<file path="config.mk">
export PLATFORM = sky130hd
export DESIGN_NAME = serial_subtract_ctrl
export DESIGN_NICKNAME = d
export VERILOG_FILES = /design/src/rtl/arith_pkg.sv /design/src/rtl/full_subtract_bit.sv /design/src/rtl/serial_subtract_ctrl.sv
export SDC_FILE = /design/constraint.sdc
export NUM_CORES = 1
export LEC_CHECK = 0
export ABC_AREA = 1
export BUFFER_PORTS_ARGS = -buffer_cell sky130_fd_sc_hd__buf_2
export CORE_MARGIN = 2
export CORE_UTILIZATION = 35
export DETAILED_ROUTE_END_ITERATION = 8
export MAX_ROUTING_LAYER = met4
export PLACE_DENSITY = 0.55
export SLEW_MARGIN = 5
export SYNTH_ARGS = -nofsm -noshare
export SYNTH_HDL_FRONTEND = slang
export SYNTH_SLANG_ARGS = --single-unit
</file>
<file path="constraint.sdc">
create_clock -name clk -period 3 [get_ports clk]
set_clock_uncertainty 0.05 [all_clocks]
set_input_delay 0.45 -clock clk [delete_from_list [all_inputs] [get_ports clk]]
set_output_delay 0.45 -clock clk [all_outputs]
set_load 0.1 [all_outputs]
</file>
<file path="src/rtl/arith_pkg.sv">
// arith_pkg: shared types and defaults for the bit-serial arithmetic blocks
package arith_pkg;
  localparam int SUB_WIDTH = 8;
  typedef enum logic [1:0] {
    IDLE = 2'd0,
    RUN  = 2'd1,
    DONE = 2'd2
  } sub_state_t;
endpackage

</file>
<file path="src/rtl/full_subtract_bit.sv">
// full_subtract_bit: combinational 1-bit full subtractor built from two half-subtract stages
module full_subtract_bit (
  input  logic a,
  input  logic b,
  input  logic bin,
  output logic d,
  output logic bout
);
  logic d1, b1, b2;
  assign d1   = a ^ b;
  assign b1   = ~a & b;
  assign d    = d1 ^ bin;
  assign b2   = ~d1 & bin;
  assign bout = b1 | b2;
endmodule

</file>
<file path="src/rtl/serial_subtract_ctrl.sv">
// serial_subtract_ctrl: LSB-first bit-serial a-b using one full-subtract cell over WIDTH cycles
module serial_subtract_ctrl
  import arith_pkg::*;
#(
  parameter int WIDTH = SUB_WIDTH
) (
  input  logic             clk,
  input  logic             rst_n,
  input  logic             start,
  input  logic [WIDTH-1:0] a,
  input  logic [WIDTH-1:0] b,
  output logic             busy,
  output logic             done,
  output logic [WIDTH-1:0] diff,
  output logic             borrow_out
);
  localparam int CW = $clog2(WIDTH);
  sub_state_t       state_q, state_d;
  logic [WIDTH-1:0] a_sh_q, a_sh_d, b_sh_q, b_sh_d, diff_q, diff_d;
  logic [CW-1:0]    cnt_q, cnt_d;
  logic             bor_q, bor_d, borrow_q, borrow_d;
  logic             cell_d, cell_bout, last;
  full_subtract_bit u_cell (
    .a    (a_sh_q[0]),
    .b    (b_sh_q[0]),
    .bin  (bor_q),
    .d    (cell_d),
    .bout (cell_bout)
  );
  assign last       = cnt_q == CW'(WIDTH - 1);
  assign busy       = state_q == RUN;
  assign done       = state_q == DONE;
  assign diff       = diff_q;
  assign borrow_out = borrow_q;
  // Next-state: load on accepted start, shift one bit per RUN cycle, single DONE cycle
  always_comb begin
    state_d  = state_q;
    a_sh_d   = a_sh_q;
    b_sh_d   = b_sh_q;
    diff_d   = diff_q;
    cnt_d    = cnt_q;
    bor_d    = bor_q;
    borrow_d = borrow_q;
    if (state_q == IDLE && start) begin
      state_d  = RUN;
      a_sh_d   = a;
      b_sh_d   = b;
      diff_d   = '0;
      cnt_d    = '0;
      bor_d    = 1'b0;
      borrow_d = 1'b0;
    end else if (state_q == RUN) begin
      a_sh_d   = a_sh_q >> 1;
      b_sh_d   = b_sh_q >> 1;
      diff_d   = {cell_d, diff_q[WIDTH-1:1]};
      bor_d    = cell_bout;
      cnt_d    = last ? cnt_q : cnt_q + 1'b1;
      borrow_d = last ? cell_bout : borrow_q;
      state_d  = last ? DONE : RUN;
    end else if (state_q == DONE) begin
      state_d = IDLE;
    end
  end
  // State registers with synchronous active-low clear
  always_ff @(posedge clk) begin
    if (!rst_n) begin
      state_q  <= IDLE;
      a_sh_q   <= '0;
      b_sh_q   <= '0;
      diff_q   <= '0;
      cnt_q    <= '0;
      bor_q    <= 1'b0;
      borrow_q <= 1'b0;
    end else begin
      state_q  <= state_d;
      a_sh_q   <= a_sh_d;
      b_sh_q   <= b_sh_d;
      diff_q   <= diff_d;
      cnt_q    <= cnt_d;
      bor_q    <= bor_d;
      borrow_q <= borrow_d;
    end
  end
endmodule

</file>
# Word-level counts from Yosys, hierarchy flattened
# Cells that the tools add are included.
dict set report totals {
  reg_bits 31
  out_inout_bits 11
}
dict set report op_classes {
  addsub 1
  eq_ne 3
  mux 8
  bitwise_logic 9
  n_reduce_logical 8
}
# operator count
set ops {}
lappend ops {{$mux 8} 4}
lappend ops {{$mux 2} 3}
lappend ops {{$not 1->1} 4}
lappend ops {{$reduce_and 2->1} 2}
lappend ops {{$reduce_bool 2->1} 2}
lappend ops {{$add 3x1->3 const B} 1}
lappend ops {{$eq 3x3->1 const B} 1}
lappend ops {{$reduce_bool 3->1} 1}
lappend ops {{$and 1x1->1} 2}
lappend ops {{$eq 2x1->1 const B} 1}
lappend ops {{$eq 2x2->1 const B} 1}
lappend ops {{$logic_not 2->1} 1}
lappend ops {{$reduce_or 2->1} 1}
lappend ops {{$xor 1x1->1} 2}
lappend ops {{$logic_and 1x1->1} 1}
lappend ops {{$mux 1} 1}
lappend ops {{$or 1x1->1} 1}

# Logic depth before layout (Yosys ltp)
# Gate-level depths: netlist of run 1.
dict set report logic_depth {
  depth_word 4
  depth_mapped 8
  mapped_depth_nobuf 7
}

# Hierarchy
# A second synthesis of run 1 with hierarchy kept.
dict set report unflattened {
  cells_unflattened 218
  area_unflattened_um2 1502.7
}
# module n_inst cells_each area_per_inst_um2 seq_area_each_um2
set by_module_without_submodules {}
lappend by_module_without_submodules {serial_subtract_ctrl 1 214 1471.4 620.6}
lappend by_module_without_submodules {full_subtract_bit 1 4 31.3 0.0}

# Worst setup path after synthesis of run 1
# Ideal clock, no wire load.
dict set report synth_path {
  path_kind {register to register}
  startpoint {register state_q[1]}
  endpoint {register borrow_q (netlist: borrow_out)}
  setup_time_ns 0.070
  arrival_time_ns 1.573
  required_time_ns 2.880
  setup_slack_ns 1.307
  path_stages_with_launch 7
  period_less_slack_ns 1.693
  path_cell_list {dfxtp_1 > inv_1 > ha_1 > nand2_1 > inv_1 > nand2_1 > a21oi_1}
}
# item line_no
set synth_rtl {}
lappend synth_rtl {{start: declaration} serial_subtract_ctrl.sv:18} ;# sub_state_t state_q, state_d;
lappend synth_rtl {{start signal: assignment} serial_subtract_ctrl.sv:75} ;# state_q <= state_d;
lappend synth_rtl {{$eq 2x1->1} n/a}
lappend synth_rtl {{net busy} serial_subtract_ctrl.sv:12} ;# output logic busy,
lappend synth_rtl {{$reduce_and 2->1 (no source line)} n/a}
lappend synth_rtl {{end signal: assignment} serial_subtract_ctrl.sv:81} ;# borrow_q <= borrow_d;
lappend synth_rtl {{end: declaration} serial_subtract_ctrl.sv:21} ;# logic bor_q, bor_d, borrow_q, borrow_d;
# The timed path passes the listed nets, and every way through them passes these cells.
# A chain may end at the register's enable or synchronous reset.

# Worst setup path after layout of run 1
dict set report layout_path {
  startpoint {register state_q[1]}
  endpoint {output port busy}
}
dict set report layout_via {
  elab_chain_cells 1
}
# item line_no
set layout_rtl {}
lappend layout_rtl {{$eq 2x1->1} serial_subtract_ctrl.sv:31} ;# assign busy = state_q == RUN;
lappend layout_rtl {{end: declaration} serial_subtract_ctrl.sv:12}
# No other way between the ends.

==> results.tsv, run 1 <==
metric	value	unit
wirelength	3152	um
power_frac_comb	16.3	%
worstPathMaxFanout	3	
fin_ws	1.168	ns
area_delta_synth_final	18.28	%
power.share.clock	40.5	%
ys_types	15	
port_buffers	29	
worstReg2RegEnd	b_sh_q[2]$_SDFFE_PN0P_	
final_cell_mix	nand2_1, dfxtp_1, nand3_1, a21oi_1, buf_2	
rr_startpoint	state_q[0]$_SDFFE_PN0P_	
worstPathArrival	1.33	ns
hold_viol_final	0	
hold_end	b_sh_q[7]$_SDFFE_PN0P_	
ir_worst_vdd	323.3	uV
die_h	69.44	um
post-place-ws	1.356	ns
cp.required	2.50	ns
core-area	0.004058	sq mm
pwr-share-seq	43.2	%
power.leakage	0.8562	nW
drv_cap	0	
setup_viol_count_final	0	
postRouteAntennaNets	0	
cts_tree	built	
cts_buffers	5	
io_pins	30	
power.switching	285.9	uW
layout-drive-gt1-share	17.07	%
p_per_area	590.2	mW/mm^2
drt-pass1-iter-count	4	
status	completed	
hold_depth	3	
antenna_found_initial	0	
root_buffer	clkbuf_8	
cts_resized	0	
post_dp_cell_area	0.001655	sq mm
final_common_cell	nand2_1	
path_clk_slew	0.07	ns
vias	1376	
post-cts-setup-buffer-count	0	
avgViaCountPerCell	4.649	
initial_core_util	36.94	%
tightest_slew	0.4999	ns
grt_pass1_vias	1270	
sw_frac_of_total	27.32	%
grt_use_total	14.23	%
synth_cells	218	
postLayoutCoreUtil	43.69	%
die_w	69.44	um
finish.instance_area	0.001773	sq mm
fmax	545.9	MHz
clock_sinks	31	
relSlewSlack	66.59	%
setup-tns-final	0	ns
endpoint_kind	output port	
start_kind	flip-flop	
grt_max_degree	33	
rows	23	
rrSetupSlack	1.34	ns
cts_max_path_buffers	2	
reg2reg_depth	8	
maxSlewViolCount	0	
cts_hold_buf	0	
path_class	reg2out	
nNetsFinal	271	
dieArea	0.004822	sq mm
grt_overflow	0	
dp_hpwl	2066	um
diodes	0	
avgSynthCellArea	6.876	sq um
period_share	61.06	%
gp_congestion	0.7982	
htreeDepth	2	
drtIter0Drc	87	
drcViolationCount	0	
intPower	760.5	uW
syn_area	0.001499	sq mm
synth-seq-cells	31	
finalPower	1.046	mW
grt_pass1_wl	5492	um
synth_warnings	0	
seq_area_frac_synth	41.40	%
rsz0062_at_grt	no	
wl_per_cell	10.65	um
layout_min_cycle_time	1.832	ns
hold_start	b[7]	
hp-class	in2reg	
clk_latency	0.28	ns
syn_nets	244	
worst max path at each step:
stage | start | to | slack [ns]
after global placement | state_q[0]$_SDFFE_PN0P_ | b_sh_q[2]$_SDFFE_PN0P_ | 1.35
after global routing | state_q[1]$_SDFFE_PP0P_ | busy | 1.11
after CTS | state_q[1]$_SDFFE_PP0P_ | busy | 1.16
after detailed placement | state_q[0]$_SDFFE_PN0P_ | a_sh_q[0]$_SDFFE_PN0P_ | 1.36
after floorplan | state_q[1]$_SDFFE_PP0P_ | borrow_out$_SDFFE_PP0P_ | 1.31
final | state_q[1]$_SDFFE_PP0P_ | busy | 1.17
state kept, by name, indices dropped and copies added, names as in the netlist:
register and cells:
cnt_q 3, bor_q 1, diff 8, state_q 2, b_sh_q 8, a_sh_q 8
borrow_out 1
Yosys cell counts (all sizes together):
| master | instances | share of area [%] |
|---|---|---|
| clkinv | 2 | 0.58 |
| nor2 | 3 | 0.75 |
| a21oi | 30 | 10 |
| nand3 | 30 | 10 |
| nand2 | 78 | 20 |
| dfxtp | 31 | 41 |
| buf | 11 | 4.7 |
| fa | 1 | 1.3 |
| clkbuf | 1 | 0.25 |
| ha | 6 | 5.0 |
| inv | 25 | 6.3 |
final cells by class:
type / count / area [sq um]
timing repair buffer: 32 / 167.7
tap: 50 / 62.56
sequential: 31 / 620.6
clock buffer: 6 / 82.58
inverter: 27 / 102.6
clock inverter: 2 / 35.03
multi-input combinational: 148 / 701.9
fill: 434 / 2285
logic make-up (layout without fill, tap and decap cells):
group,count (synthesis),after routing,synth area share [%]
compound gates,30,30,10.02
flops,31,31,41.40
buf+inv,39,67,11.77
fa+ha+maj,7,7,6.344
simple gates,111,111,30.47
stage by stage:
step	std cells	hold WS [ns]
after floorplan	218	0.3893
after detailed placement	288	0.4036
final	296	0.3666
after global routing	296	0.3944
after global placement	288	0.4044
after CTS	296	0.3618
worst max-delay path: stages, from the launching register on:
cell     delay, ns
dfxtp_1       0.32
inv_1         0.09
ha_1          0.20
buf_2         0.44
per-layer routing:
layer  vias to the layer above  track usage (%)  share of wire [%]
li1                        737                -                  -
met1                       607            16.86                 48
met2                        26            22.97                 45
met3                         6            4.070                4.9
met4                         0            5.229                1.6
met5                         -                -                  0
power groups by stage:
stage	sequential (mW)	combinational [mW]	clock, mW
after global routing	0.455	0.196	0.455
after detailed placement	0.461	0.173	0
after global placement	0.462	0.172	0
after floorplan	0.464	0.132	0
after CTS	0.452	0.174	0.433
final	0.452	0.171	0.424
No activity file was read; power rests on OpenSTA's default activity.
==> run 2, diff against run 1 <==
Settings changed: PLACE_DENSITY 0.55 to 0.57.
Clock period 3 ns to 1.57 ns, I/O delays scaled along.
==> results.tsv, run 2 (synthesis gave the netlist of run 1 again) <==
metric	value	unit	change
layoutNonFillerInstCount	300		+1.4%
nNetsFinal	275		+1.5%
hp-class	in2reg		
avgViaCountPerCell	4.677		+0.60%
core-area	0.004058	sq mm	unchanged
worstPathMaxFanout	4		+1
postRouteAntennaNets	0		unchanged
drv_cap	0		unchanged
port_buffers	29		unchanged
final_cell_mix	nand2_1, dfxtp_1, nand3_1, a21oi_1, buf_2		
power.leakage	0.8776	nW	+2.5%
grt_max_degree	26		-21%
diodes	0		unchanged
clk_latency	0.28	ns	about the same
io_pins	30		unchanged
setup_viol_count_final	0		unchanged
grt_use_total	14.73	%	+0.50 points
post-cts-setup-buffer-count	0		unchanged
drtIter0Drc	89		+2.3%
tightest_slew	0.4889	ns	-0.01099 ns
grt_pass1_wl	5685	um	+3.5%
worstPathArrival	1.17	ns	-0.16 ns
rows	23		unchanged
wl_per_cell	10.52	um	-1.2%
dp.cells	292		+1.4%
die_h	69.44	um	unchanged
cts_tree	built		
post-place-ws	0.03783	ns	-1.318 ns
endpoint_kind	output port		
dieArea	0.004822	sq mm	unchanged
cts_hold_buf	0		unchanged
maxSlewViolCount	0		unchanged
cp_top_family	flip-flops		
path_depth	3		unchanged
ir_worst_vdd	465.4	uV	+44%
path_clk_slew	0.06	ns	about the same
drcViolationCount	0		unchanged
setup-tns-final	0	ns	unchanged
finalPower	1.903	mW	+82%
cpPeakStageDelay	0.38	ns	-0.06 ns
wirelength	3155	um	about the same
cts_buffers	5		unchanged
regArea	620.6	sq um	unchanged
drt-pass1-iter-count	4		unchanged
start_kind	flip-flop		
layout-drive-gt1-share	18.80	%	+1.7 points
fin_ws	0.1156	ns	-1.053 ns
antenna_found_initial	0		unchanged
hold_viol_final	0		unchanged
htreeDepth	2		unchanged
path_cells	inv_1 > ha_1 > buf_12		
period_share	92.64	%	
p_per_area	1038	mW/mm^2	+76%
reg2reg_depth	7		-1
rsz0062_at_grt	no		
dp_hpwl	2206	um	+6.8%
cts_resized	0		unchanged
multiInputGateArea	706.9	sq um	+0.71%
vias	1403		+2.0%
finish.instance_area	0.001834	sq mm	+3.5%
path_class	reg2out		
post_dp_cell_area	0.001730	sq mm	+4.5%
cp_num_buf_inv	2		unchanged
layout_min_cycle_time	1.454	ns	
initial_core_util	36.94	%	unchanged
status	completed		
final_common_cell	nand2_1		
grt_overflow	0		unchanged
root_buffer	clkbuf_8		
clock_sinks	31		unchanged
relSlewSlack	67.63	%	+1.0 points
grt_pass1_vias	1354		+6.6%
die_w	69.44	um	unchanged
nFillCells	441		+1.6%
cts_max_path_buffers	2		unchanged
cp.required	1.28	ns	-1.22 ns
area_delta_synth_final	22.37	%	
fmax	687.6	MHz	
hold_depth	3		unchanged
slowest_stage	dfxtp_1		
gp_congestion	0.7230		-9.4%
==> run 2: layout make-up <==
type | count | share of cell area [%]
Multi-Input combinational cell | 148 | 38.54
Tap cell | 50 | 3.411
Sequential cell | 31 | 33.83
Inverter | 27 | 5.662
Timing Repair Buffer | 36 | 13.10
Clock buffer | 8 | 5.457
==> run 2: power by group <==
| part | internal (mW) | switching [mW] |
|---|---|---|
| clock network | 0.400 | 0.285 |
| registers | 0.836 | 0.0265 |
| logic | 0.131 | 0.226 |
==> run 2: per-stage QoR <==
stage,util [%],hold WS (ns)
floorplan,-,0.3328
global placement,42.65,0.4000
detailed placement,42.65,0.4050
CTS,45.11,0.1458
global route,45.21,0.1517
finish,45.21,0.1512
==> run 2: final timing paths <==
path / from / end / slack [ns]
max: state_q[0]$_SDFFE_PN0P_ / done / 0.12
min: a[7] / a_sh_q[7]$_SDFFE_PN0P_ / 0.15
max reg2reg: state_q[0]$_SDFFE_PN0P_ / b_sh_q[2]$_SDFFE_PN0P_ / 0.16
min reg2reg: bor_q$_SDFFE_PP0N_ / bor_q$_SDFFE_PP0N_ / 0.41
==> run 2: worst reg2reg max path: stages (launching register included) <==
cell and delay [ns]:
dfxtp_1 0.38, inv_1 0.09, ha_1 0.22, nand2_2 0.18, buf_12 0.19, nand2_1 0.06, nand2_1 0.08, a21oi_1 0.06
==> run 2: per-layer routing <==
layer	up-vias	share of wire, %	GRT usage (%)	routed length, um
met2	27	47	24.04	1496
met4	0	1.3	5.229	41
li1	743	-	-	-
met1	627	47	17.31	1482
met5	-	0	-	0
met3	6	4.3	4.215	135
==> run 3, diff against run 2 <==
Settings changed: CELL_PAD_IN_SITES_DETAIL_PLACEMENT set to 0, CELL_PAD_IN_SITES_GLOBAL_PLACEMENT set to 1, CORE_UTILIZATION 35 to 34, PLACE_DENSITY 0.57 to 0.74.
==> results.tsv, run 3 (synthesis gave the netlist of run 1 again) <==
metric	value	unit	change
cp.required	1.28	ns	about the same
port_buffers	29		unchanged
maxSlewViolCount	0		unchanged
reg2reg_depth	7		unchanged
worstPathMaxFanout	4		unchanged
diodes	0		unchanged
postRouteAntennaNets	0		unchanged
rrSetupSlack	0.22	ns	+0.06 ns
layout-drive-gt1-share	18.40	%	-0.40 points
fmax	701.3	MHz	+2.0%
initial_core_util	34.91	%	-2.0 points
grt_pass1_wl	5920	um	+4.1%
post-cts-setup-buffer-count	0		unchanged
nNetsFinal	275		unchanged
cp_num_buf_inv	2		unchanged
io_pins	30		unchanged
p_per_area	994.3	mW/mm^2	-4.2%
cpPeakStageDelay	0.38	ns	about the same
die_w	70.40	um	+1.4%
gp_congestion	0.6996		-3.2%
avgViaCountPerCell	4.599		-1.7%
power.leakage	0.8682	nW	-1.1%
cts_max_path_buffers	2		unchanged
slowest_stage	dfxtp_1		
start_kind	flip-flop		
path_cells	inv_1 > ha_1 > buf_12		
hold_end	state_q[0]$_SDFFE_PN0P_		
hp-class	in2reg		
root_buffer	clkbuf_8		
rows	24		+4.3%
hold_viol_final	0		unchanged
htreeDepth	2		unchanged
endpoint_kind	output port		
rsz0062_at_grt	no		
holdWs	0.1519	ns	+0.0007500 ns
power.switching	529.3	uW	-1.4%
grt_max_degree	26		unchanged
dp.cells	294		+0.68%
pwr-share-seq	47.7	%	+2.4 points
path_clk_slew	0.06	ns	about the same
relSlewSlack	67.46	%	-0.17 points
rr_startpoint	state_q[1]$_SDFFE_PP0P_		
layout_min_cycle_time	1.426	ns	-0.02843 ns
cts_hold_buf	0		unchanged
final_common_cell	nand2_1		
wirelength	3168	um	+0.41%
drt-pass1-iter-count	4		unchanged
dp_hpwl	2211	um	+0.24%
vias	1389		-1.0%
intPower	1.278	mW	-6.4%
power.share.clock	32.5	%	-3.5 points
area_delta_synth_final	21.29	%	
wl_per_cell	10.49	um	-0.25%
dieArea	0.004955	sq mm	+2.8%
drcViolationCount	0		unchanged
tightest_slew	0.4915	ns	+0.002516 ns
grt_pass1_vias	1381		+2.0%
nFillCells	474		+7.5%
setup_viol_count_final	0		unchanged
drtIter0Drc	85		-4.5%
postLayoutCoreUtil	42.34	%	-2.9 points
cts_tree	built		
setup-tns-final	0	ns	unchanged
core-area	0.004294	sq mm	+5.8%
worstPathArrival	1.14	ns	-0.03 ns
power_frac_comb	19.8	%	+1.1 points
status	completed		
hold_start	rst_n		
cts_buffers	5		unchanged
clock_sinks	31		unchanged
worstReg2RegEnd	a_sh_q[5]$_SDFFE_PN0P_		
hold_depth	3		unchanged
sw_frac_of_total	29.28	%	+1.1 points
clk_latency	0.28	ns	about the same
grt_use_total	15.02	%	+0.30 points
period_share	90.83	%	-1.8 points
layoutNonFillerInstCount	302		+0.67%
path_class	reg2out		
cts_resized	0		unchanged
ir_worst_vdd	538.7	uV	+16%
die_h	70.40	um	+1.4%
antenna_found_initial	0		unchanged
cp_top_family	flip-flops		
final_cell_mix	nand2_1, dfxtp_1, nand3_1, a21oi_1, buf_2		
grt_overflow	0		unchanged
drv_cap	0		unchanged
run 3: cell count changes in the layout (fill, tap and decap cells not counted):
| cell | before | now |
|---|---|---|
| clkinv_2 | 0 | 1 |
| clkbuf_8 | 7 | 5 |
| clkbuf_1 | 1 | 2 |
run 3: layout make-up:
cell class | count | area [sq um] | share of cell area [%]
sequential | 31 | 620.6 | 34.14
clock inverter | 1 | 5.005 | 0.2753
timing repair buffer | 36 | 240.2 | 13.21
multi-input combinational | 148 | 706.9 | 38.89
tap | 52 | 65.06 | 3.579
inverter | 27 | 103.9 | 5.712
clock buffer | 7 | 76.32 | 4.198
run 3: layer usage:
layer	wire length (um)	global-route usage [%]	up-vias
met5	0	-	-
li1	-	-	744
met2	1460	23.58	22
met3	124	3.030	6
met1	1526	18.75	617
met4	57	6.410	0
run 3: worst min-delay path: stages:
cell      delay [ns]
buf_2           0.11
clkinv_1        0.05
nor2_1          0.04
run 3: how the worst max path moves through the flow:
stage                                       start               endpoint  depth (start not counted)
after floorplan           state_q[0]$_SDFFE_PN0P_                   done                          2
final                     state_q[0]$_SDFFE_PN0P_                   done                          3
after CTS                 state_q[0]$_SDFFE_PN0P_  cnt_q[1]$_SDFFE_PP0P_                          5
after global routing      state_q[0]$_SDFFE_PN0P_                   done                          3
after detailed placement  state_q[0]$_SDFFE_PN0P_   diff[1]$_SDFFE_PP0N_                          5
after global placement    state_q[0]$_SDFFE_PN0P_   diff[4]$_SDFFE_PP0N_                          5
run 3: power by group through the flow:
stage	clock network [mW]	logic, mW	registers [mW]
detailed placement	0	0.362	0.880
finish	0.587	0.357	0.863
global route	0.650	0.410	0.869
floorplan	0	0.254	0.886
CTS	0.610	0.363	0.863
global placement	0	0.360	0.881
run 3: through the flow:
| step | total power [mW] | instance area, sq um | worst slack (ns) |
|---|---|---|---|
| 2_1_floorplan | 1.140 | 1501 | 0.1134 |
| 3_3_place_gp | 1.240 | 1733 | 0.1414 |
| 6_report | 1.808 | 1818 | 0.1440 |
| 4_1_cts | 1.836 | 1814 | 0.1044 |
| 5_1_grt | 1.929 | 1818 | 0.05512 |
| 3_5_place_dp | 1.242 | 1733 | 0.1177 |
